[src/rtl/pipelined_tree_adder.sv]
// pipelined_tree_adder
//   Reduces INPUTS_AMOUNT operands of P bits to a single sum through a binary
//   adder tree. The operand set is zero-padded up to the next power of two.
//   A pipeline register follows every PIPE_STRIDE adder layers, and one
//   follows the last layer. Behind the tree sits one output/accumulator
//   register. Every register stage uses a valid/ready handshake, and ready
//   propagates combinationally from the output back to the input. Each beat
//   carries its own signed/accumulate/last flags through the pipeline.
//
// Ports
//   clk_i, rst_ni     clock, asynchronous active-low reset
//   in_data_i         operands, P bits x INPUTS_AMOUNT
//   in_signed_i       beat holds two's-complement operands
//   in_accumulate_i   beat is added into the accumulator
//   in_last_i         closes an accumulation sequence and emits acc + sum
//   in_valid_i        input beat valid
//   in_ready_o        input beat accepted when in_valid_i && in_ready_o
//   out_data_o        result, OUT_W = P + L + ACC_EXTRA bits, wraps modulo 2^OUT_W
//   out_valid_o       result valid
//   out_ready_i       downstream accepts result
module pipelined_tree_adder #(
    parameter int unsigned INPUTS_AMOUNT = 8,
    parameter int unsigned P             = 8,
    parameter int unsigned PIPE_STRIDE   = 1,
    parameter int unsigned ACC_EXTRA     = 8,
    localparam int unsigned L     = (INPUTS_AMOUNT > 1) ? $clog2(INPUTS_AMOUNT) : 0,
    localparam int unsigned OUT_W = P + L + ACC_EXTRA
) (
    input  logic             clk_i,
    input  logic             rst_ni,
    input  logic [P-1:0]     in_data_i [INPUTS_AMOUNT],
    input  logic             in_signed_i,
    input  logic             in_accumulate_i,
    input  logic             in_last_i,
    input  logic             in_valid_i,
    output logic             in_ready_o,
    output logic [OUT_W-1:0] out_data_o,
    output logic             out_valid_o,
    input  logic             out_ready_i
);
    localparam int unsigned N          = 1 << L;
    localparam int unsigned TW         = P + L;
    localparam int unsigned STRIDE_DIV = (PIPE_STRIDE == 0) ? 1 : PIPE_STRIDE;

    logic out_en;

    // g_lvl[k] presents the layer-k node values, each P+k bits wide.
    // Layer 0 holds the raw operands. Every later layer either registers
    // its sums or passes them straight through.
    for (genvar k = 0; k <= L; k++) begin : g_lvl
        localparam int unsigned NK = N >> k;
        logic [P+k-1:0] node [NK];
        logic           vld, sgn, acc, lst;

        if (k == 0) begin : g_in
            for (genvar i = 0; i < N; i++) begin : g_op
                if (i < INPUTS_AMOUNT) begin : g_real
                    assign node[i] = in_data_i[i];
                end else begin : g_pad
                    assign node[i] = '0;
                end
            end
            assign vld = in_valid_i;
            assign sgn = in_signed_i;
            assign acc = in_accumulate_i;
            assign lst = in_last_i;
        end else begin : g_add
            localparam bit REG = (PIPE_STRIDE != 0) && (((k % STRIDE_DIV) == 0) || (k == L));
            logic [P+k-1:0] sum [NK];
            logic           up_rdy;
            logic           dn_rdy;

            // Widen each input by one bit (sign or zero per the beat flag)
            // so that the pair sum cannot overflow.
            for (genvar i = 0; i < NK; i++) begin : g_pair
                logic [P+k-2:0] a, b;
                assign a      = g_lvl[k-1].node[2*i];
                assign b      = g_lvl[k-1].node[2*i+1];
                assign sum[i] = {g_lvl[k-1].sgn & a[P+k-2], a}
                              + {g_lvl[k-1].sgn & b[P+k-2], b};
            end

            if (k == L) begin : g_tail
                assign dn_rdy = out_en;
            end else begin : g_mid
                assign dn_rdy = g_lvl[k+1].g_add.up_rdy;
            end

            if (REG) begin : g_reg
                logic [P+k-1:0] node_q [NK];
                logic [P+k-1:0] node_d [NK];
                logic           vld_q, vld_d, sgn_q, sgn_d, acc_q, acc_d, lst_q, lst_d;

                // The stage loads when it is empty or its content moves on.
                assign up_rdy = !vld_q || dn_rdy;

                always_comb begin
                    node_d = node_q;
                    vld_d  = vld_q;
                    sgn_d  = sgn_q;
                    acc_d  = acc_q;
                    lst_d  = lst_q;
                    if (up_rdy) begin
                        node_d = sum;
                        vld_d  = g_lvl[k-1].vld;
                        sgn_d  = g_lvl[k-1].sgn;
                        acc_d  = g_lvl[k-1].acc;
                        lst_d  = g_lvl[k-1].lst;
                    end
                end

                always_ff @(posedge clk_i or negedge rst_ni) begin
                    if (!rst_ni) begin
                        node_q <= '{default: '0};
                        vld_q  <= 1'b0;
                        sgn_q  <= 1'b0;
                        acc_q  <= 1'b0;
                        lst_q  <= 1'b0;
                    end else begin
                        node_q <= node_d;
                        vld_q  <= vld_d;
                        sgn_q  <= sgn_d;
                        acc_q  <= acc_d;
                        lst_q  <= lst_d;
                    end
                end

                assign node = node_q;
                assign vld  = vld_q;
                assign sgn  = sgn_q;
                assign acc  = acc_q;
                assign lst  = lst_q;
            end else begin : g_comb
                assign up_rdy = dn_rdy;
                assign node   = sum;
                assign vld    = g_lvl[k-1].vld;
                assign sgn    = g_lvl[k-1].sgn;
                assign acc    = g_lvl[k-1].acc;
                assign lst    = g_lvl[k-1].lst;
            end
        end
    end

    if (L == 0) begin : g_rdy_direct
        assign in_ready_o = out_en;
    end else begin : g_rdy_tree
        assign in_ready_o = g_lvl[1].g_add.up_rdy;
    end

    logic [TW-1:0]    fin_node;
    logic             fin_vld, fin_sgn, fin_acc, fin_lst;
    logic [OUT_W-1:0] sum_ext;
    logic [OUT_W-1:0] acc_q, acc_d, out_data_q, out_data_d;
    logic             out_valid_q, out_valid_d;

    assign fin_node = g_lvl[L].node[0];
    assign fin_vld  = g_lvl[L].vld;
    assign fin_sgn  = g_lvl[L].sgn;
    assign fin_acc  = g_lvl[L].acc;
    assign fin_lst  = g_lvl[L].lst;

    // A stalled output register also blocks accumulate-only beats.
    assign out_en = !out_valid_q || out_ready_i;

    always_comb begin
        sum_ext = OUT_W'(fin_node);
        for (int unsigned b = TW; b < OUT_W; b++) begin
            sum_ext[b] = fin_sgn & fin_node[TW-1];
        end

        out_valid_d = out_valid_q;
        out_data_d  = out_data_q;
        acc_d       = acc_q;
        if (out_en) begin
            out_valid_d = 1'b0;
            if (fin_vld) begin
                if (!fin_acc) begin
                    out_data_d  = sum_ext;
                    out_valid_d = 1'b1;
                end else if (!fin_lst) begin
                    acc_d = acc_q + sum_ext;
                end else begin
                    out_data_d  = acc_q + sum_ext;
                    out_valid_d = 1'b1;
                    acc_d       = '0;
                end
            end
        end
    end

    always_ff @(posedge clk_i or negedge rst_ni) begin
        if (!rst_ni) begin
            out_valid_q <= 1'b0;
            out_data_q  <= '0;
            acc_q       <= '0;
        end else begin
            out_valid_q <= out_valid_d;
            out_data_q  <= out_data_d;
            acc_q       <= acc_d;
        end
    end

    assign out_valid_o = out_valid_q;
    assign out_data_o  = out_data_q;

endmodule

[config.mk]
export PLATFORM = sky130hd
export DESIGN_NAME = pipelined_tree_adder
export DESIGN_NICKNAME = d
export VERILOG_FILES = /design/src/rtl/pipelined_tree_adder.sv
export SDC_FILE = /design/constraint.sdc
export NUM_CORES = 1
export LEC_CHECK = 0
export ABC_CLOCK_PERIOD_IN_PS = 2400
export CAP_MARGIN = 20
export CORE_MARGIN = 2
export CORE_UTILIZATION = 49
export DETAILED_ROUTE_END_ITERATION = 6
export GPL_TIMING_DRIVEN = 0
export PLACE_DENSITY = 0.72
export SLEW_MARGIN = 25
export SYNTH_ARGS = -nofsm -noshare
export SYNTH_HDL_FRONTEND = slang
export SYNTH_SLANG_ARGS = --single-unit
[constraint.sdc]
create_clock -name clk_i -period 2.4 [get_ports clk_i]
set_input_delay 0.48 -clock clk_i [delete_from_list [all_inputs] [get_ports clk_i]]
set_output_delay 0.48 -clock clk_i [all_outputs]
set_load 0.02 [all_outputs]
==> flow_summary.yaml <==
status:
  status: "complete, but fails checks"
  violations: "negative setup slack"
critical_path:
  crit_chain: "ha_2, fa_2, a21o_1, a221oi_4, a21o_4, a21oi_4, mux2_4, o311a_1, a21oi_2"
  critPathLaunchType: "register"
  crit_buf_inv: 0
  crit_fanout: 3
  cp_slowest_cell: "dfrtp_1"
  end_kind: "register"
  crit_family: "compound AO/OA/AOI/OAI gates"
  path_class: "register to register"
  slowest_delay_ns: 0.38
  reg2reg_slack_ns: -0.21
  regToRegEndpoint: "acc_q[14]$_DFFE_PN0P_"
  worst-r2r-cell-count: 9
  critical_path_required_ns: 2.74
  r2r_start: "fin_node[0]$_DFFE_PN0P_"
  critical_path_arrival_ns: 2.95
layout:
  multi_input_area_sq_mm: 0.00524
  nFillCells: 1389
  nets: 1185
  finish.instance_area_sq_mm: 0.0105
  area_delta_synth_final_pct: 28.2
  drive_gt1_share_pct: 12.6
  layout_common_cells: "133 x nand2_1, 118 x dfrtp_1, 89 x clkdlybuf4s50_1"
  antenna_cells: 0
  layout.area.seq_sq_mm: 0.00295
  mostFrequentLayoutCell: "nand2_1"
floorplanning:
  core_sq_mm: 0.0165
  rows: 47
  initial_utilization_pct: 49.8
  top_level_ports: 92
  die_area_sq_mm: 0.0178
  fp.dieW_um: 133
  die_h_um: 133
power_and_ir_drop:
  power_w: 0.0134
  power_density_mw_per_mm2: 1280
  peakVddDrop_mv: 0.693
  p_leak_nw: 4.81
timing:
  setup_ws_ns: -0.207
  setup_viol: 11
  period_needed_ns: 2.61
  fin_crit_sh_pct: 109
  finalHoldViolations: 0
  maxSlewViolCount: 0
  fin_skew_ns: 0.00634
  fmax_mhz: 384
  fin_tns_setup_ns: -0.954
  hold_ws_ns: 0.0526
  rsz0062_at_grt: "yes"
  tightest_slew_ns: 0.658
  maxSlewHeadroom_pct: 55.7
clock_tree:
  htreeDepth: 4
  postCtsHoldBufs: 0
  clockRootBuffer: "clkbuf_16"
  clockBufferDepth: 2
  cts_num_sinks: 118
  numCtsBuffers: 17
  clk_latency_ns: 0.42
  cts.reportedPaths.clkPinSlew_ns: 0.06
  tritoncts: "built"
routing:
  wl_per_cell_um: 15.5
  drtIter0Drc: 490
  viasPerCell: 5.52
  drc_errors: 0
  via_count: 6989
  drt-total-wl_mm: 19.6
  drt-pass1-iter-count: 5
  antenna_left: 0
synth:
  synth_enable_flop_cells: 0
  yosysWarnings: 0
  seq_area_frac_synth_pct: 36.0
  synth.top_cell.area_share_pct: 36.0
  syn-cell-area_sq_mm: 0.00819
  ys_ff_latch: 118
  yosys-top-cells-area: "dfrtp_1 36%, ha_1 11%, nand2_1 6.2%, xnor2_1 5.2%, a21oi_1 5.1%"
  postSynthAreaPerCell_sq_um: 9.04
  synth_flop_cell: "dfrtp_1"
  synth_nets: 1057
  synthArstFlopShare_pct: 100
  yosys.area.top_type: "dfrtp_1"
  ys_types: 73
  synthCells: 906
global_route:
  met2_usage_pct: 41.0
  grt_usage_pct: 23.3
  gr-total-overflow: 0
  grt_max_degree: 65
  grt_pass1_vias: 6821
  grt_use_met1_pct: 28.9
  grtUsageMet3_pct: 3.81
  grt_busiest_layer: "met2"
  grt_first_pass_wirelength_mm: 33.3
  antenna_found_initial: 0
placement:
  routabilityCongestion: 0.913
  io_buffer_count: 91
  dpl_worst_slack_ns: -1.21
  hpwl_mm: 14.6
  placed_area_sq_mm: 0.00944
run:
  cap_viol_max_count: 0
min_path:
  hold_class: "input port to asynchronous set/reset pin"
stage by stage:
stage,cells,util [%]
floorplan,906,-
global placement,1217,57.1
detailed placement,1218,57.3
CTS,1259,62.6
global route,1267,63.8
finish,1267,63.8
how the worst max path moves through the flow:
stage                                        from                         end  cells past startpoint
after CTS                 fin_node[0]$_DFFE_PN0P_       acc_q[14]$_DFFE_PN0P_                      9
after floorplan           fin_node[0]$_DFFE_PN0P_       acc_q[14]$_DFFE_PN0P_                      9
after detailed placement              out_ready_i                  in_ready_o                      8
after global routing      fin_node[0]$_DFFE_PN0P_  out_data_o[18]$_DFFE_PN0P_                     11
after global placement                     rst_ni       acc_q[12]$_DFFE_PN0P_                      1
final                     fin_node[0]$_DFFE_PN0P_       acc_q[14]$_DFFE_PN0P_                      9
cell families (layout without fill, tap and decap cells):
logic type | count (synthesis) | after routing | share of synthesized area [%]
flops | 118 | 118 | 36.0
buf+inv | 71 | 212 | 3.39
simple gates | 294 | 294 | 17.1
mux | 20 | 20 | 2.52
xor+xnor | 67 | 67 | 7.16
compound gates | 256 | 256 | 20.8
fa+ha+maj | 80 | 80 | 12.9
cell usage after synthesis, types with 7 or more instances:
library cell	instances
nor3b_1	8
a22o_1	11
and3_1	10
nand3_1	20
nor3_1	13
xnor2_1	49
a21oi_1	84
dfrtp_1	118
inv_1	26
fa_1	8
nor2_1	54
a31oi_1	9
o21bai_1	22
xor2_1	18
o21ai_0	39
buf_2	9
ha_1	72
nand2b_1	10
clkbuf_1	30
a21o_1	32
mux2i_1	18
a211oi_1	12
nor4_1	7
nor4b_1	10
nand2_1	135
cell type report:
type	instances	share of cell area (%)
inverters	27	1.02
clock inverters	12	1.67
clock buffers	20	4.35
well taps	220	2.62
flip-flops and latches	118	28.1
multi-input cells	717	49.9
plain buffers	42	1.95
repair buffers	111	10.4
registers in the layout, summed over array words and instances, names as in the netlist:
register / count
acc_q: 19
fin_acc: 1
fin_lst: 1
fin_node: 11
fin_sgn: 1
fin_vld: 1
g_lvl.acc: 2
g_lvl.g_add.g_pair.a: 28
g_lvl.g_add.g_pair.b: 28
g_lvl.g_add.g_reg.lst_q: 2
g_lvl.g_add.g_reg.sgn_q: 2
g_lvl.g_add.g_reg.vld_q: 2
out_data_o: 19
out_valid_o: 1
routing by layer:
layer	vias up	wire, um
met4	0	471
met3	35	687
li1	3510	-
met2	180	9690
met5	-	0
met1	3264	8770
where the power goes:
group	internal [W]	switching [W]	total (W)
Sequential	0.00277	0.000553	0.00332
Clock	0.00179	0.000909	0.00270
Combinational	0.00340	0.00400	0.00740
timing repair:
action	CTS	global route
endpoints found under the setup margin	49	40
setup buffers	11	8
gates resized for setup	41	38
gates cloned	0	0
pin swaps	10	19
(Power assumes the default switching activity.)
